==> src/rtl/arc4_pkg.sv <==
// ARC4 shared definitions: widths, S-memory depth and the encrypt FSM states.
// Imported by encrypt and s_mem.
package arc4_pkg;

   localparam int KEY_W     = 24;
   localparam int ADDR_W    = 8;
   localparam int MEM_DEPTH = 256;

   typedef enum logic [3:0] {
      ST_IDLE,
      ST_INIT,
      ST_KSA_RI,
      ST_KSA_RJ,
      ST_KSA_WI,
      ST_KSA_WJ,
      ST_LEN_RD,
      ST_LEN_WR,
      ST_PRG_RI,
      ST_PRG_RJ,
      ST_PRG_WI,
      ST_PRG_WJ,
      ST_PRG_RP,
      ST_PRG_CT,
      ST_DONE
   } state_t;

endpackage

==> src/rtl/s_mem.sv <==
// 256x8 single-port RAM holding the ARC4 S permutation.
// Ports: clk, addr, wrdata, wren; rddata is registered (1-cycle latency).
module s_mem
   import arc4_pkg::*;
(
   input  logic              clk,
   input  logic [ADDR_W-1:0] addr,
   input  logic [ADDR_W-1:0] wrdata,
   input  logic              wren,
   output logic [ADDR_W-1:0] rddata
);

   logic [ADDR_W-1:0] mem [MEM_DEPTH];

   always_ff @(posedge clk) begin
      if (wren)
         mem[addr] <= wrdata;
      rddata <= mem[addr];
   end

endmodule

==> src/rtl/encrypt.sv <==
// ARC4 encryptor: reads a length-prefixed plaintext, writes ciphertext.
// Ports: clk, rst (sync, high), en/rdy start handshake, key, pt_* read, ct_* write.
module encrypt
   import arc4_pkg::*;
(
   input  logic              clk,
   input  logic              rst,
   input  logic              en,
   output logic              rdy,
   input  logic [KEY_W-1:0]  key,
   output logic [ADDR_W-1:0] pt_addr,
   input  logic [ADDR_W-1:0] pt_rddata,
   output logic [ADDR_W-1:0] ct_addr,
   output logic [ADDR_W-1:0] ct_wrdata,
   output logic              ct_wren
);

   state_t state, state_d;

   logic [KEY_W-1:0]  key_q;
   logic [ADDR_W-1:0] i, j, k, len, si, sj;
   logic [1:0]        km;

   logic [ADDR_W-1:0] s_addr, s_wdata, s_rd;
   logic              s_wren;
   logic [ADDR_W-1:0] kb, i_inc, j_ksa, j_prg;

   s_mem u_s_mem (
      .clk    (clk),
      .addr   (s_addr),
      .wrdata (s_wdata),
      .wren   (s_wren),
      .rddata (s_rd)
   );

   // key byte i mod 3, tracked by a wrapping 0..2 counter
   always_comb begin
      kb = key_q[7:0];
      unique case (km)
         2'd0:    kb = key_q[23:16];
         2'd1:    kb = key_q[15:8];
         default: kb = key_q[7:0];
      endcase
   end

   assign i_inc = i + 8'd1;
   assign j_ksa = j + s_rd + kb;
   assign j_prg = j + s_rd;

   always_ff @(posedge clk) begin
      if (rst)
         state <= ST_IDLE;
      else
         state <= state_d;
   end

   always_comb begin
      state_d   = state;
      rdy       = 1'b0;
      pt_addr   = '0;
      ct_addr   = '0;
      ct_wrdata = '0;
      ct_wren   = 1'b0;
      s_addr    = i;
      s_wdata   = i;
      s_wren    = 1'b0;
      unique case (state)
         ST_IDLE: begin
            rdy = 1'b1;
            if (en)
               state_d = ST_INIT;
         end
         ST_INIT: begin
            s_wren = 1'b1;
            if (i == 8'hff)
               state_d = ST_KSA_RI;
         end
         ST_KSA_RI: state_d = ST_KSA_RJ;
         ST_KSA_RJ: begin
            s_addr  = j_ksa;
            state_d = ST_KSA_WI;
         end
         ST_KSA_WI: begin
            s_wdata = s_rd;
            s_wren  = 1'b1;
            state_d = ST_KSA_WJ;
         end
         ST_KSA_WJ: begin
            s_addr  = j;
            s_wdata = si;
            s_wren  = 1'b1;
            state_d = (i == 8'hff) ? ST_LEN_RD : ST_KSA_RI;
         end
         ST_LEN_RD: state_d = ST_LEN_WR;
         ST_LEN_WR: begin
            ct_wren   = 1'b1;
            ct_wrdata = pt_rddata;
            state_d   = (pt_rddata == 8'd0) ? ST_DONE : ST_PRG_RI;
         end
         ST_PRG_RI: begin
            s_addr  = i_inc;
            pt_addr = k;
            state_d = ST_PRG_RJ;
         end
         ST_PRG_RJ: begin
            s_addr  = j_prg;
            pt_addr = k;
            state_d = ST_PRG_WI;
         end
         ST_PRG_WI: begin
            s_wdata = s_rd;
            s_wren  = 1'b1;
            pt_addr = k;
            state_d = ST_PRG_WJ;
         end
         ST_PRG_WJ: begin
            s_addr  = j;
            s_wdata = si;
            s_wren  = 1'b1;
            pt_addr = k;
            state_d = ST_PRG_RP;
         end
         // after the swap S[i]+S[j] equals the pre-swap sum
         ST_PRG_RP: begin
            s_addr  = si + sj;
            pt_addr = k;
            state_d = ST_PRG_CT;
         end
         ST_PRG_CT: begin
            pt_addr   = k;
            ct_wren   = 1'b1;
            ct_addr   = k;
            ct_wrdata = pt_rddata ^ s_rd;
            state_d   = (k == len) ? ST_DONE : ST_PRG_RI;
         end
         ST_DONE: state_d = ST_IDLE;
         default: state_d = ST_IDLE;
      endcase
   end

   always_ff @(posedge clk) begin
      if (rst) begin
         key_q <= '0;
         i     <= '0;
         j     <= '0;
         k     <= '0;
         len   <= '0;
         si    <= '0;
         sj    <= '0;
         km    <= '0;
      end else begin
         unique case (state)
            ST_IDLE: begin
               if (en) begin
                  key_q <= key;
                  i     <= '0;
                  j     <= '0;
                  km    <= '0;
               end
            end
            ST_INIT: i <= i_inc;
            ST_KSA_RJ: begin
               j  <= j_ksa;
               si <= s_rd;
            end
            ST_KSA_WJ: begin
               i  <= i_inc;
               km <= (km == 2'd2) ? 2'd0 : km + 2'd1;
               if (i == 8'hff)
                  j <= '0;
            end
            ST_LEN_WR: begin
               len <= pt_rddata;
               k   <= 8'd1;
            end
            ST_PRG_RI: i <= i_inc;
            ST_PRG_RJ: begin
               j  <= j_prg;
               si <= s_rd;
            end
            ST_PRG_WI: sj <= s_rd;
            ST_PRG_CT: k <= k + 8'd1;
            default: ;
         endcase
      end
   end

endmodule
==> config.mk <==
export PLATFORM = sky130hd
export DESIGN_NAME = encrypt
export DESIGN_NICKNAME = d
export VERILOG_FILES = /design/src/rtl/arc4_pkg.sv /design/src/rtl/s_mem.sv /design/src/rtl/encrypt.sv
export SDC_FILE = /design/constraint.sdc
export NUM_CORES = 2
export LEC_CHECK = 0
export ABC_AREA = 1
export CORE_MARGIN = 4
export CORE_UTILIZATION = 64
export CTS_CLUSTER_DIAMETER = 40
export DETAILED_ROUTE_END_ITERATION = 6
export DONT_BUFFER_PORTS = 1
export GPL_TIMING_DRIVEN = 0
export PLACE_DENSITY = 0.8
export REMOVE_ABC_BUFFERS = 1
export SYNTH_ARGS = -nofsm -noshare
export SYNTH_HDL_FRONTEND = slang
export SYNTH_SLANG_ARGS = --single-unit
==> constraint.sdc <==
create_clock -name clk -period 10.6 [get_ports clk]
set_input_delay 2.12 -clock clk [delete_from_list [all_inputs] [get_ports clk]]
set_output_delay 2.12 -clock clk [all_outputs]
set_load 0.005 [all_outputs]
==> out/qor.txt <==
CTS tree: built
failing checks: design-rule violations
Max Buffers Root-to-Sink: 4
leakage: 43.0 nW
endpoints failing hold: 0
final worst path period share: 0.815
Hold-fix buffers, CTS: 0
pre-CTS WS: 2730 ps
Die W: 387 um
Starting Density: 0.648
initial drt markers: 10,600
CP dominant cell by count: nand2_1
PnR worst setup slack: 1960 ps
unrepaired setup endpoints after global routing: false
Die H: 387 um
wire length per cell: 22.1 um
CTS resizes: 0
#FFs+latches synth: 2,134
I/O Pins: 61
Setup crit start kind: flip-flop
Num CTS Buffers: 274
CP max stage cell: nand2_8
initial antenna violation count: 10
Crit. End Element: flip-flop
Die ar.: 150,000 sq um
antenna viol nets, final: 0
Max Cap Viol: 0
DR vias/cell: 6.05
global-route wire length before repair: 381,000 um
top cell type's share of synthesized area: 0.667
peak supply drop: 0.226 mV
Setup Buffers After CTS: 0
share of layout cells above drive strength 1: 0.0742
row count: 138
dominant cells by area after synthesis: edfxtp_1, nand2_1, nand3_1
Overflow after GRT: 0
# fillers: 8,817
CP max FO: 187
vias: 68,800
CTS root buffer: clkbuf_16
htree depth: 5
Cell Area, Synth: 92,200 sq um
fin area: 104,000 sq um
power per cell area: 226 nW/um^2
measured slew at the worst slew-check pin: 1380 ps
worst-skew pair later-pin latency: 930 ps
# setup viols final: 0
Layout Nets: 9,348
CP max stage delay: 650 ps
Sink Count: 2,134
all-layer global routing usage: 0.328
Worst-path clk slew: 60 ps
post-DP HPWL: 148,000 um
post-layout min period: 8640 ps
Final Max Tran Viols: 0
synthesized area per cell: 9.93 sq um
largest area contributor in the netlist: edfxtp_1
TNS Setup: 0 ps
Min Hold Slack: 459 ps
CP required: 11,360 ps
async set-or-reset flop fraction in the synthesized netlist: 0
Clock Skews: 57.9 ps
Core Area: 142,000 sq um
Placer Congestion: 0.883
Final Core Density: 0.732
number of global-route vias before repair: 66,600
Netlist cell types: 48
YS warnings: 0
Crit path arrival time: 9400 ps
EDFF count, synth: 2,048
placed inst area: 95,600 sq um
total wire length: 251,000 um
Rel. slew slack: 0.0784
crit path kind: flip-flop to flip-flop
area grow syn2layout: 13.0%
worst hold path type: flip-flop to flip-flop
Post-synth top flop: edfxtp_1
Pre-antenna DRT Iters: 7
PortBufs: 0
pin count of the biggest net entering global routing: 188
DRC: 13
Peak Freq: 116 MHz
Gate Count Post-Synth: 9,280
sequential fraction of the synthesis area: 0.686
status: complete, but fails checks
==> final cells by class <==
cell class	instances	area, sq um	area share
diodes	7	17.5	0.000168
clock buffers	316	7170	0.0689
clock inverters	144	1370	0.0132
inverters	107	418	0.00401
multi-input cells	6526	26300	0.253
flip-flops and latches	2134	63200	0.607
well taps	1890	2360	0.0227
repair buffers	244	3220	0.0309
==> sequential cells by signal, indices dropped and copies added (netlist names) <==
signal / cells
si: 8
km: 2
u_s_mem.mem: 2048
i: 8
k: 8
j: 8
u_s_mem.rddata: 8
state: 4
key_q: 24
len: 8
sj: 8
==> kinds of logic (layout without fill, tap and decap cells) <==
kind of cell             Yosys count  count (layout)  share of synthesized area
buffers and inverters            620             811                     0.0301
AND/OR/NAND/NOR                 6172            6172                      0.261
AO/OA/AOI/OAI                    310             310                     0.0180
XOR/XNOR                          18              18                    0.00171
other                              0               7                          0
flip-flops                      2134            2134                      0.686
adder cells (fa/ha/maj)           26              26                    0.00377
==> placed cells by master, fill, tap and decap left out, drive strengths merged, types with 5 or more instances in the layout <==
master,Yosys,layout
dfxtp,86,86
edfxtp,2048,2048
inv,105,132
nor3,14,14
nand3,543,543
a221oi,5,5
buf,328,244
bufinv,0,18
nor2,481,481
diode,0,7
ha,23,23
o21ai,206,206
xnor2,13,13
a21oi,65,65
o22ai,10,10
clkinvlp,0,24
xor2,5,5
nand4,7,7
or2,7,7
clkbuf,185,316
nand2,5113,5113
o211ai,10,10
clkinv,2,77
==> power by group <==
group,switching (mW),internal (mW),total (mW)
combinational,3.76,1.51,5.28
sequential,0.0784,9.36,9.44
clock,3.53,5.31,8.84
total,7.37,16.2,23.6
==> path summary, 6_finish.rpt <==
| check | startpoint | endpoint | slack, ps | cells after the start |
|---|---|---|---|---|
| setup / recovery | state[3] | u_s_mem.rddata[2] | 1960 | 25 |
| hold / removal | key_q[13] | key_q[13] | 460 | 2 |
| setup reg to reg | state[3] | u_s_mem.rddata[2] | 1960 | 25 |
| hold reg to reg | key_q[13] | key_q[13] | 460 | 2 |
==> stage by stage <==
step,power (mW),instances
final,23.6,11400
after global routing,24.5,11400
after CTS,23.4,11400
after detailed placement,14.6,10900
after global placement,15.6,10700
after floorplan,13.7,8767
==> synthesized netlist by cell type, types with 10 or more instances <==
cell / n
nand2_1: 5101
clkbuf_1: 184
nor3_1: 10
nor2_1: 475
buf_1: 12
xnor2_1: 13
nand3_1: 541
dfxtp_1: 86
nand2_2: 11
o22ai_1: 10
o21ai_1: 54
inv_1: 99
o21ai_0: 152
ha_1: 23
o211ai_1: 10
buf_2: 304
edfxtp_1: 2048
a21oi_1: 62
==> metal layers <==
metal / vias up / wire length (um) / share of wire / GRT usage
li1: 30600 / - / - / -
met1: 32100 / 88700 / 0.35 / 0.432
met2: 5102 / 115000 / 0.46 / 0.504
met3: 991 / 33100 / 0.13 / 0.0907
met4: 10 / 14200 / 0.056 / 0.169
met5: - / 59 / 0.00024 / 0
==> worst max-delay path, delay by kind of cell (launching register included) <==
kind                   cells  cell delay [ps]
flip-flops                 1              470
buffers and inverters      7             2410
AO/OA/AOI/OAI              1              590
AND/OR/NAND/NOR           17             3800
No activity file was read; power rests on OpenSTA's default activity.
